## src/rtl/sample_clock_ctrl.sv

```systemverilog
// Power-of-two sample clock divider plus break-before-make one-hot select for the glitch-free clock mux.
// All outputs registered; requests held off (cfg_ready=0) during a switch. SAMPLE_CLK_STOP_EN adds a stop code.
module sample_clock_ctrl #(
  parameter int NUM_CLOCKS = 4,
  parameter int RATE_W     = 3
) (
  input  logic                  clk,
  input  logic                  rst,
  input  logic                  cfg_valid,
  input  logic [RATE_W-1:0]     cfg_rate,
  output logic                  cfg_ready,
  output logic                  cfg_err,
  output logic [NUM_CLOCKS-1:0] div_clk,
  output logic [NUM_CLOCKS-1:0] clk_select,
  output logic [RATE_W-1:0]     cur_rate,
  output logic                  switching
);

  localparam int DW = NUM_CLOCKS + 3;
  localparam logic [RATE_W-1:0] STOP = RATE_W'(NUM_CLOCKS);

  typedef enum logic [1:0] {ACTIVE, DROP, ARM} state_t;

  state_t                  state, state_n;
  logic [DW-1:0]           drain, drain_n;
  logic [RATE_W-1:0]       new_rate, new_rate_n;
  logic [RATE_W-1:0]       cur_rate_n;
  logic [NUM_CLOCKS-1:0]   clk_select_n;
  logic                    cfg_err_n;
  logic                    accept;
  logic                    rate_ok;

  function automatic logic [NUM_CLOCKS-1:0] onehot(input logic [RATE_W-1:0] r);
    onehot = '0;
    for (int i = 0; i < NUM_CLOCKS; i++)
      if (r == RATE_W'(i)) onehot[i] = 1'b1;
  endfunction

  // Drain is four periods of clock k, loaded as a terminal count (length - 1).
  function automatic logic [DW-1:0] drain_len(input logic [RATE_W-1:0] r);
    drain_len = '0;
    for (int i = 0; i < NUM_CLOCKS; i++)
      if (r == RATE_W'(i)) drain_len = DW'((1 << (i + 3)) - 1);
  endfunction

  assign accept = cfg_valid & cfg_ready;

`ifdef SAMPLE_CLK_STOP_EN
  assign rate_ok = (cfg_rate < STOP) || (cfg_rate == STOP);
`else
  assign rate_ok = (cfg_rate < STOP);
`endif

  always_ff @(posedge clk or posedge rst) begin
    if (rst) div_clk <= '0;
    else     div_clk <= div_clk + NUM_CLOCKS'(1);
  end

  always_comb begin
    state_n      = state;
    drain_n      = drain;
    new_rate_n   = new_rate;
    cur_rate_n   = cur_rate;
    clk_select_n = clk_select;
    cfg_err_n    = 1'b0;
    case (state)
      ACTIVE: begin
        if (accept) begin
          if (!rate_ok) begin
            cfg_err_n = 1'b1;
          end else if (cfg_rate != cur_rate) begin
`ifdef SAMPLE_CLK_STOP_EN
            if (cur_rate == STOP) begin
              // Nothing is driving the mux, so there is nothing to drain.
              state_n      = ARM;
              clk_select_n = onehot(cfg_rate);
              cur_rate_n   = cfg_rate;
              drain_n      = drain_len(cfg_rate);
            end else
`endif
            begin
              state_n      = DROP;
              clk_select_n = '0;
              drain_n      = drain_len(cur_rate);
              new_rate_n   = cfg_rate;
            end
          end
        end
      end
      DROP: begin
        if (drain == '0) begin
          cur_rate_n   = new_rate;
          clk_select_n = onehot(new_rate);
`ifdef SAMPLE_CLK_STOP_EN
          if (new_rate == STOP) state_n = ACTIVE;
          else
`endif
          begin
            state_n = ARM;
            drain_n = drain_len(new_rate);
          end
        end else begin
          drain_n = drain - DW'(1);
        end
      end
      ARM: begin
        if (drain == '0) state_n = ACTIVE;
        else             drain_n = drain - DW'(1);
      end
      default: state_n = ACTIVE;
    endcase
  end

  always_ff @(posedge clk or posedge rst) begin
    if (rst) begin
      state      <= ACTIVE;
      drain      <= '0;
      new_rate   <= '0;
      cur_rate   <= '0;
      clk_select <= NUM_CLOCKS'(1);
      cfg_err    <= 1'b0;
      cfg_ready  <= 1'b1;
      switching  <= 1'b0;
    end else begin
      state      <= state_n;
      drain      <= drain_n;
      new_rate   <= new_rate_n;
      cur_rate   <= cur_rate_n;
      clk_select <= clk_select_n;
      cfg_err    <= cfg_err_n;
      cfg_ready  <= (state_n == ACTIVE);
      switching  <= (state_n != ACTIVE);
    end
  end

endmodule

```

## config.mk

```make
export PLATFORM = sky130hd
export DESIGN_NAME = sample_clock_ctrl
export DESIGN_NICKNAME = d
export VERILOG_FILES = /design/src/rtl/sample_clock_ctrl.sv
export SDC_FILE = /design/constraint.sdc
export NUM_CORES = 1
export LEC_CHECK = 0
export CELL_PAD_IN_SITES_DETAIL_PLACEMENT = 0
export CELL_PAD_IN_SITES_GLOBAL_PLACEMENT = 2
export CORE_MARGIN = 3
export CORE_UTILIZATION = 25
export CTS_BUF_LIST = sky130_fd_sc_hd__clkbuf_8
export CTS_CLUSTER_SIZE = 28
export DETAILED_ROUTE_END_ITERATION = 7
export DONT_BUFFER_PORTS = 1
export HOLD_SLACK_MARGIN = 0.03
export PLACE_DENSITY = 0.6
export SYNTH_ARGS = -nofsm -noshare
export SYNTH_HDL_FRONTEND = slang
export SYNTH_SLANG_ARGS = --single-unit
```

## constraint.sdc

```tcl
create_clock -name clk -period 2.2 [get_ports clk]
set_input_delay 0.11 -clock clk [delete_from_list [all_inputs] [get_ports clk]]
set_output_delay 0.11 -clock clk [all_outputs]
set_load 0.01 [all_outputs]
```

; Word-level counts from Yosys, hierarchy flattened
; Cells that the tools add are included.
[word_totals]
wordCells = 71
regBits = 26
inputBits = 6
[op_classes]
n_mux = 32
n_addsub = 2
n_bitwise = 1
order_cmp = 1
reduce_logical = 12
n_eq_ne = 14
[op_table]
columns = op, n
row1 = $mux W7, 11
row2 = $pmux W7 S3, 1
row3 = $mux W4, 4
row4 = $eq A3 B2 Y1 const B, 4
row5 = $mux W2, 5
row6 = $ne A2 B2 Y1 const B, 5
row7 = $reduce_and A5 Y1, 2
row8 = $pmux W4 S2, 1
row9 = $logic_not A7 Y1, 1
row10 = $mux W1, 7
row11 = $sub A7 B1 Y7 const B, 1
row12 = $eq A3 B1 Y1 const B, 2
row13 = $logic_not A3 Y1, 2
row14 = $mux W3, 2
row15 = $pmux W2 S3, 1
row16 = $add A4 B1 Y4 const B, 1
row17 = $logic_not A2 Y1, 2
row18 = $reduce_and A4 Y1, 1
row19 = $reduce_bool A2 Y1, 2
row20 = $lt A3 B3 Y1 const B, 1
row21 = $ne A3 B3 Y1, 1
row22 = $reduce_bool A3 Y1, 1
row23 = $eq A2 B1 Y1 const B, 1
row24 = $eq A2 B2 Y1 const B, 1
row25 = other kinds (2), 2

; Depth between registers and ports, before layout
[logic_depth]
word_depth = 9
ltp_mapped = 8

; Least setup slack after synthesis
; No wires, ideal clock.
[synth_timing]
path_kind = reg2reg
startpoint = reg state[1]
endpoint = reg drain[6]
required_ns = 2.131
path_stages_with_launch = 8
synth_period_minus_slack_ns = 1.784
n_path_buf = 1
path_slack_ns = 0.416
t_arrival_ns = 1.714
cell_sequence = dfrtp_1 inv_1 ha_1 buf_2 a21boi_1 o21ai_0 or4_1 nand3_1
[synth_between]
elab_chain_len = 3
elab_cells_between_ends = 10
[synth_lines]
columns = item, line
row1 = from (decl), 24  ; state_t state, state_n;
row2 = from (signal assigned), 125  ; state <= state_n;
row3 = "$eq A2 B2 Y1, or another cell as far along", 66  ; case (state)
row4 = $ne A2 B2 Y1 (no source line) or $reduce_bool A3 Y1 (tied branches), -
row5 = $reduce_and A5 Y1 (no source line), -
row6 = to (signal assigned), 126  ; drain <= drain_n;
row7 = to (decl), 25  ; logic [DW-1:0] drain, drain_n;
; Several ways; a longest one is shown, not always the timed one.
; A chain may end at the register's enable or synchronous reset.

; Worst setup path after layout
[layout_timing]
startpoint = reg drain[0]
endpoint = reg drain[1]
[layout_between]
elab_chain_len = 3
elab_cells_between_ends = 7
[layout_lines]
columns = item, line
row1 = $sub A7 B1 Y7 or $logic_not A7 Y1 (tied branches), -
row2 = "$mux W7, or another cell as far along", 107  ; if (drain == '0) state_n = ACTIVE;
row3 = $pmux W7 S3 or $reduce_and A5 Y1 (tied branches), -
; Several ways; a longest one is shown, not always the timed one. The select of a mux whose other input is x is not followed.

==> impl_summary.log <==
[metrics] worst relative slew slack: 0.7200
[metrics] xor and xnor area share after synthesis: 0.02941
[metrics] gp weighted congestion: between 0.8 and 0.9
[metrics] die height: 83.18 µm
[metrics] Pwr Density: 458.7 nW/µm²
[metrics] post-CTS setup buffer count: 0
[metrics] number of enable-type register cells in the synthesized netlist: 0
[metrics] met3 track demand over resource: 0.02083
[metrics] area overhead of the layout relative to synthesis: 14.71%
[metrics] number of hold violations in the final report: 0
[metrics] initial core utilization: 0.2639
[metrics] Max stage delay on crit path: 0.42 ns
[metrics] slack of the worst reg-to-reg path: between 0.15 and 0.2 ns
[metrics] RSZ-0062 raised after global routing: no
[metrics] top-level port count: 20
[metrics] Clock H-tree levels: 1
[metrics] warning count from the yosys run: 0
[metrics] Wirelength per Cell: about 16 µm
[metrics] maximum number of pins on one net before global-route repair: 27
[metrics] via count of the first global-routing pass: 1,285
[metrics] Final Hold Slack: around 0.18 ns
[metrics] global router's overall resource usage: 0.1145
[metrics] status: complete, no violations
[metrics] final worst path period share: 0.9209
[metrics] number of distinct standard cells referenced by the synthesized netlist: 47
[metrics] adder and majority cell fraction of the synthesized area: 0.05882
[metrics] top cell type's share of synthesized area: 0.4034
[metrics] Reg clk slew, reported paths: 0.10 ns
[metrics] worst r2r src: drain[0]$_DFFE_PP0P_
[metrics] worst setup skew after layout: 0.006950 ns
[metrics] synthesized netlist net count: 164
[metrics] gate count of the mapped netlist: roughly 150
[metrics] Sum Neg Setup Slack: 0 ns
[metrics] chain of cells forming the critical path: inv_1 -> ha_1 -> nor2b_2 -> a31oi_2 -> nand3b_1 -> buf_4 -> nor4_1 -> a21oi_1
[metrics] number of pins with negative max-slew slack in the final report: 0
[metrics] area of the core: between 5000 and 6000 µm²
[metrics] first-pass GRT wire length: about 6500 µm
[metrics] post-synthesis simple-gate area fraction: 0.1908
[metrics] cell types occupying the most area after synthesis: dfrtp_1 (40%), ha_1 (5.9%), mux2_2 (5.3%), nor2_1 (4.8%), dfstp_2 (3.5%)
[metrics] GR Util met2: 0.2012
[metrics] Critical Path Start Type: flip-flop
[metrics] # DRC: 0
[metrics] deepest clock path buffer count: 2
[metrics] Worst Path Class, Setup: flip-flop to flip-flop
[metrics] HPWL reported at the end of detailed placement: 2796 µm
[metrics] iteration-0 DRC count of the detailed router: 42
[metrics] #FFs+latches synth: 26
[metrics] count of antenna-violating nets left after detailed routing: 0
[metrics] depth of the worst register-to-register path: 8
[metrics] IR Drop Worst-Case VDD: around 0.00024 V
[metrics] class of the worst hold path: primary input to flip-flop
[metrics] CTS Buf Count: 3
[metrics] hold-critical path depth: 2
[metrics] net count reported at finish: between 150 and 200
[metrics] compound-gate portion of the synthesized area: 0.1756
[metrics] # rows: 27
[metrics] pin slew with the least headroom to its limit: 0.4169 ns
[metrics] layout cell share with drive strength beyond 1: 0.1615
[metrics] Non-Filler Cell Area, Final: approximately 1700 µm²
[metrics] Seq/Total Area, Yosys: 0.4387
[metrics] final setup slack of the worst path: 0.1741 ns
[metrics] number of maximum-capacitance constraint violations: 0
[metrics] Global Route met1 Usage: 0.1429
[metrics] cell area after placement: 1607 µm²
[metrics] cell area after synthesis: ~1500 µm²
[metrics] dominant combinational cell family by area after synthesis: simple AND/OR/NAND/NOR gates
[metrics] minimum clock period after layout: around 2.0 ns
[metrics] Die Area: 6918 µm²
[metrics] Setup violations, final: 0
[metrics] Achievable Freq: between 0.4 and 0.5 GHz
[metrics] Critical Path End Type: flip-flop
[metrics] portion of netlist area occupied by mux cells: 0.05966
[metrics] FFs w/ async S/R, synth: 1.000
[metrics] width of the die: just over 80 µm
[metrics] count of vias placed by the detailed router: between 1,000 and 1,500
[metrics] largest fanout of any net on the critical path: 9
[metrics] worst skew pair latency: approximately 0.28 ns
[metrics] most common flop cell mapped by yosys: dfrtp_1
[metrics] syn avg cell area: approximately 9.9 µm²
[metrics] total clock sinks: 26
[metrics] Port-buffer cells: 0
[metrics] Worst Setup Slack post-DPL: approximately 0.1 ns
[metrics] initial antenna violation count: 0
[metrics] leakage power figure: 0.7775 nW
[metrics] detailed-router iteration count before antenna repair: 4
[metrics] total power draw: 0.7834 mW
[metrics] ant diodes: 0
[metrics] Worst Hold Endpoint: new_rate[2]$_DFFE_PP0P_
[metrics] fill cell count: between 600 and 700
[metrics] Hold Startpoint: cfg_rate[2]
[metrics] average vias per placed instance: between 4 and 5
[metrics] sum of overflow across all layers after global routing: 0
[metrics] TritonCTS clock tree: yes
[metrics] data arrival time of the worst path: ~2.2 ns
[metrics] Slowest-stage cell, CP: dfrtp_1
[metrics] reg-to-reg critical path endpoint: drain[1]$_DFFE_PP0P_
[metrics] clock root cell: clkbuf_8
[metrics] post-synth top area cell: dfrtp_1
[metrics] worst endpoint required time: roughly 2.4 ns
[metrics] gr busiest metal: met2
[metrics] detailed-route wire length: between 3000 and 4000 µm
what timing repair did:
| item | CTS | global route |
|---|---|---|
| endpoints found under the hold margin | 27 | 0 |
| setup endpoints to repair | 0 | 4 |
| hold buffers | 5 | 0 |
| resized for setup | 0 | 3 |
synthesized netlist by cell type, drive strengths merged, types with 3 or more instances:
cell type	count
clkbuf	3
mux2	7
nand2	14
nand3	4
a211oi	3
buf	4
a22o	3
o21ai	5
dfrtp	24
o2bb2ai	3
ha	7
xor2	3
a21oi	3
inv	8
nand2b	3
nor2	19
nor2b	3
report_power, final:
part / internal (mW) / switching [mW] / total [mW]
registers: 0.478 / 0 / 0.478
logic: 0.00718 / 0.0116 / 0.0188
clock network: 0.123 / 0.164 / 0.287
state kept, by name (all words and copies together) (netlist names):
name	cells
cfg_err	1
cfg_ready	1
clk_select	4
cur_rate	3
div_clk	4
drain	7
new_rate	3
state	2
switching	1
kinds of logic after synthesis:
kind of cell	after synthesis
buffers and inverters	15
multiplexers	8
XOR/XNOR	5
flip-flops	26
AO/OA/AOI/OAI	35
adder cells (fa/ha/maj)	7
AND/OR/NAND/NOR	55
cells in the final DEF (no fill, tap or decap), types with 2 or more instances in the layout:
cell type | Yosys | layout
dfrtp_1 | 24 | 24
nor2_1 | 19 | 19
nand2_1 | 13 | 13
buf_4 | 1 | 9
inv_1 | 8 | 8
mux2_2 | 7 | 7
ha_1 | 7 | 7
o21ai_0 | 5 | 5
dlygate4sd3_1 | 0 | 5
nand3_1 | 4 | 4
nand2b_1 | 3 | 3
xor2_1 | 3 | 3
o2bb2ai_1 | 3 | 3
a22o_1 | 3 | 3
a211oi_1 | 3 | 3
a21oi_1 | 3 | 3
clkbuf_8 | 0 | 3
nor3_1 | 2 | 2
nor2b_1 | 3 | 2
nand3b_1 | 2 | 2
o221ai_1 | 2 | 2
xnor2_1 | 2 | 2
a21o_1 | 2 | 2
dfstp_2 | 2 | 2
per-layer routing:
| layer | wire (µm) | vias up | part of all wire |
|---|---|---|---|
| met1 | 1686 | 577 | 0.45 |
| met4 | 44 | 0 | 0.012 |
| met5 | 0 | - | 0 |
| met2 | 1855 | 21 | 0.50 |
| met3 | 138 | 5 | 0.037 |
| li1 | - | 556 | - |
worst max path at each step:
| stage | from | endpoint | slack (ns) | depth (start not counted) |
|---|---|---|---|---|
| after floorplan | state[1]$_DFF_PP0_ | drain[6]$_DFFE_PP0P_ | 0.42 | 7 |
| after global placement | drain[0]$_DFFE_PP0P_ | drain[1]$_DFFE_PP0P_ | 0.06 | 8 |
| after detailed placement | drain[0]$_DFFE_PP0P_ | drain[1]$_DFFE_PP0P_ | 0.1 | 8 |
| after CTS | drain[0]$_DFFE_PP0P_ | drain[1]$_DFFE_PP0P_ | 0.08 | 8 |
| after global routing | drain[0]$_DFFE_PP0P_ | drain[6]$_DFFE_PP0P_ | 0.04 | 7 |
| final | drain[0]$_DFFE_PP0P_ | drain[1]$_DFFE_PP0P_ | 0.17 | 8 |
metrics by stage:
stage	instances	util
after floorplan	151	-
after global placement	225	0.2848
after detailed placement	225	0.2848
after CTS	233	0.3010
after global routing	233	0.3027
final	233	0.3027
critical path: cells and delay by family, from the launching register on:
kind                       cells  cell delay (ns)
and+or+nand+nor                3             0.67
AOI/OAI and AO/OA              2             0.32
DFF                            1             0.42
adders and majority gates      1             0.19
buffers and inverters          2             0.29
cell type report:
cell class | instances | area, µm² | share of cell area
well taps | 72 | 90.09 | 0.05275
inverters | 8 | 30.03 | 0.01758
flip-flops and latches | 26 | 653.1 | 0.3824
repair buffers | 14 | 117.6 | 0.06886
clock buffers | 3 | 41.29 | 0.02418
multi-input cells | 110 | 775.7 | 0.4542
Note: power is estimated with default switching activity, not from simulation.
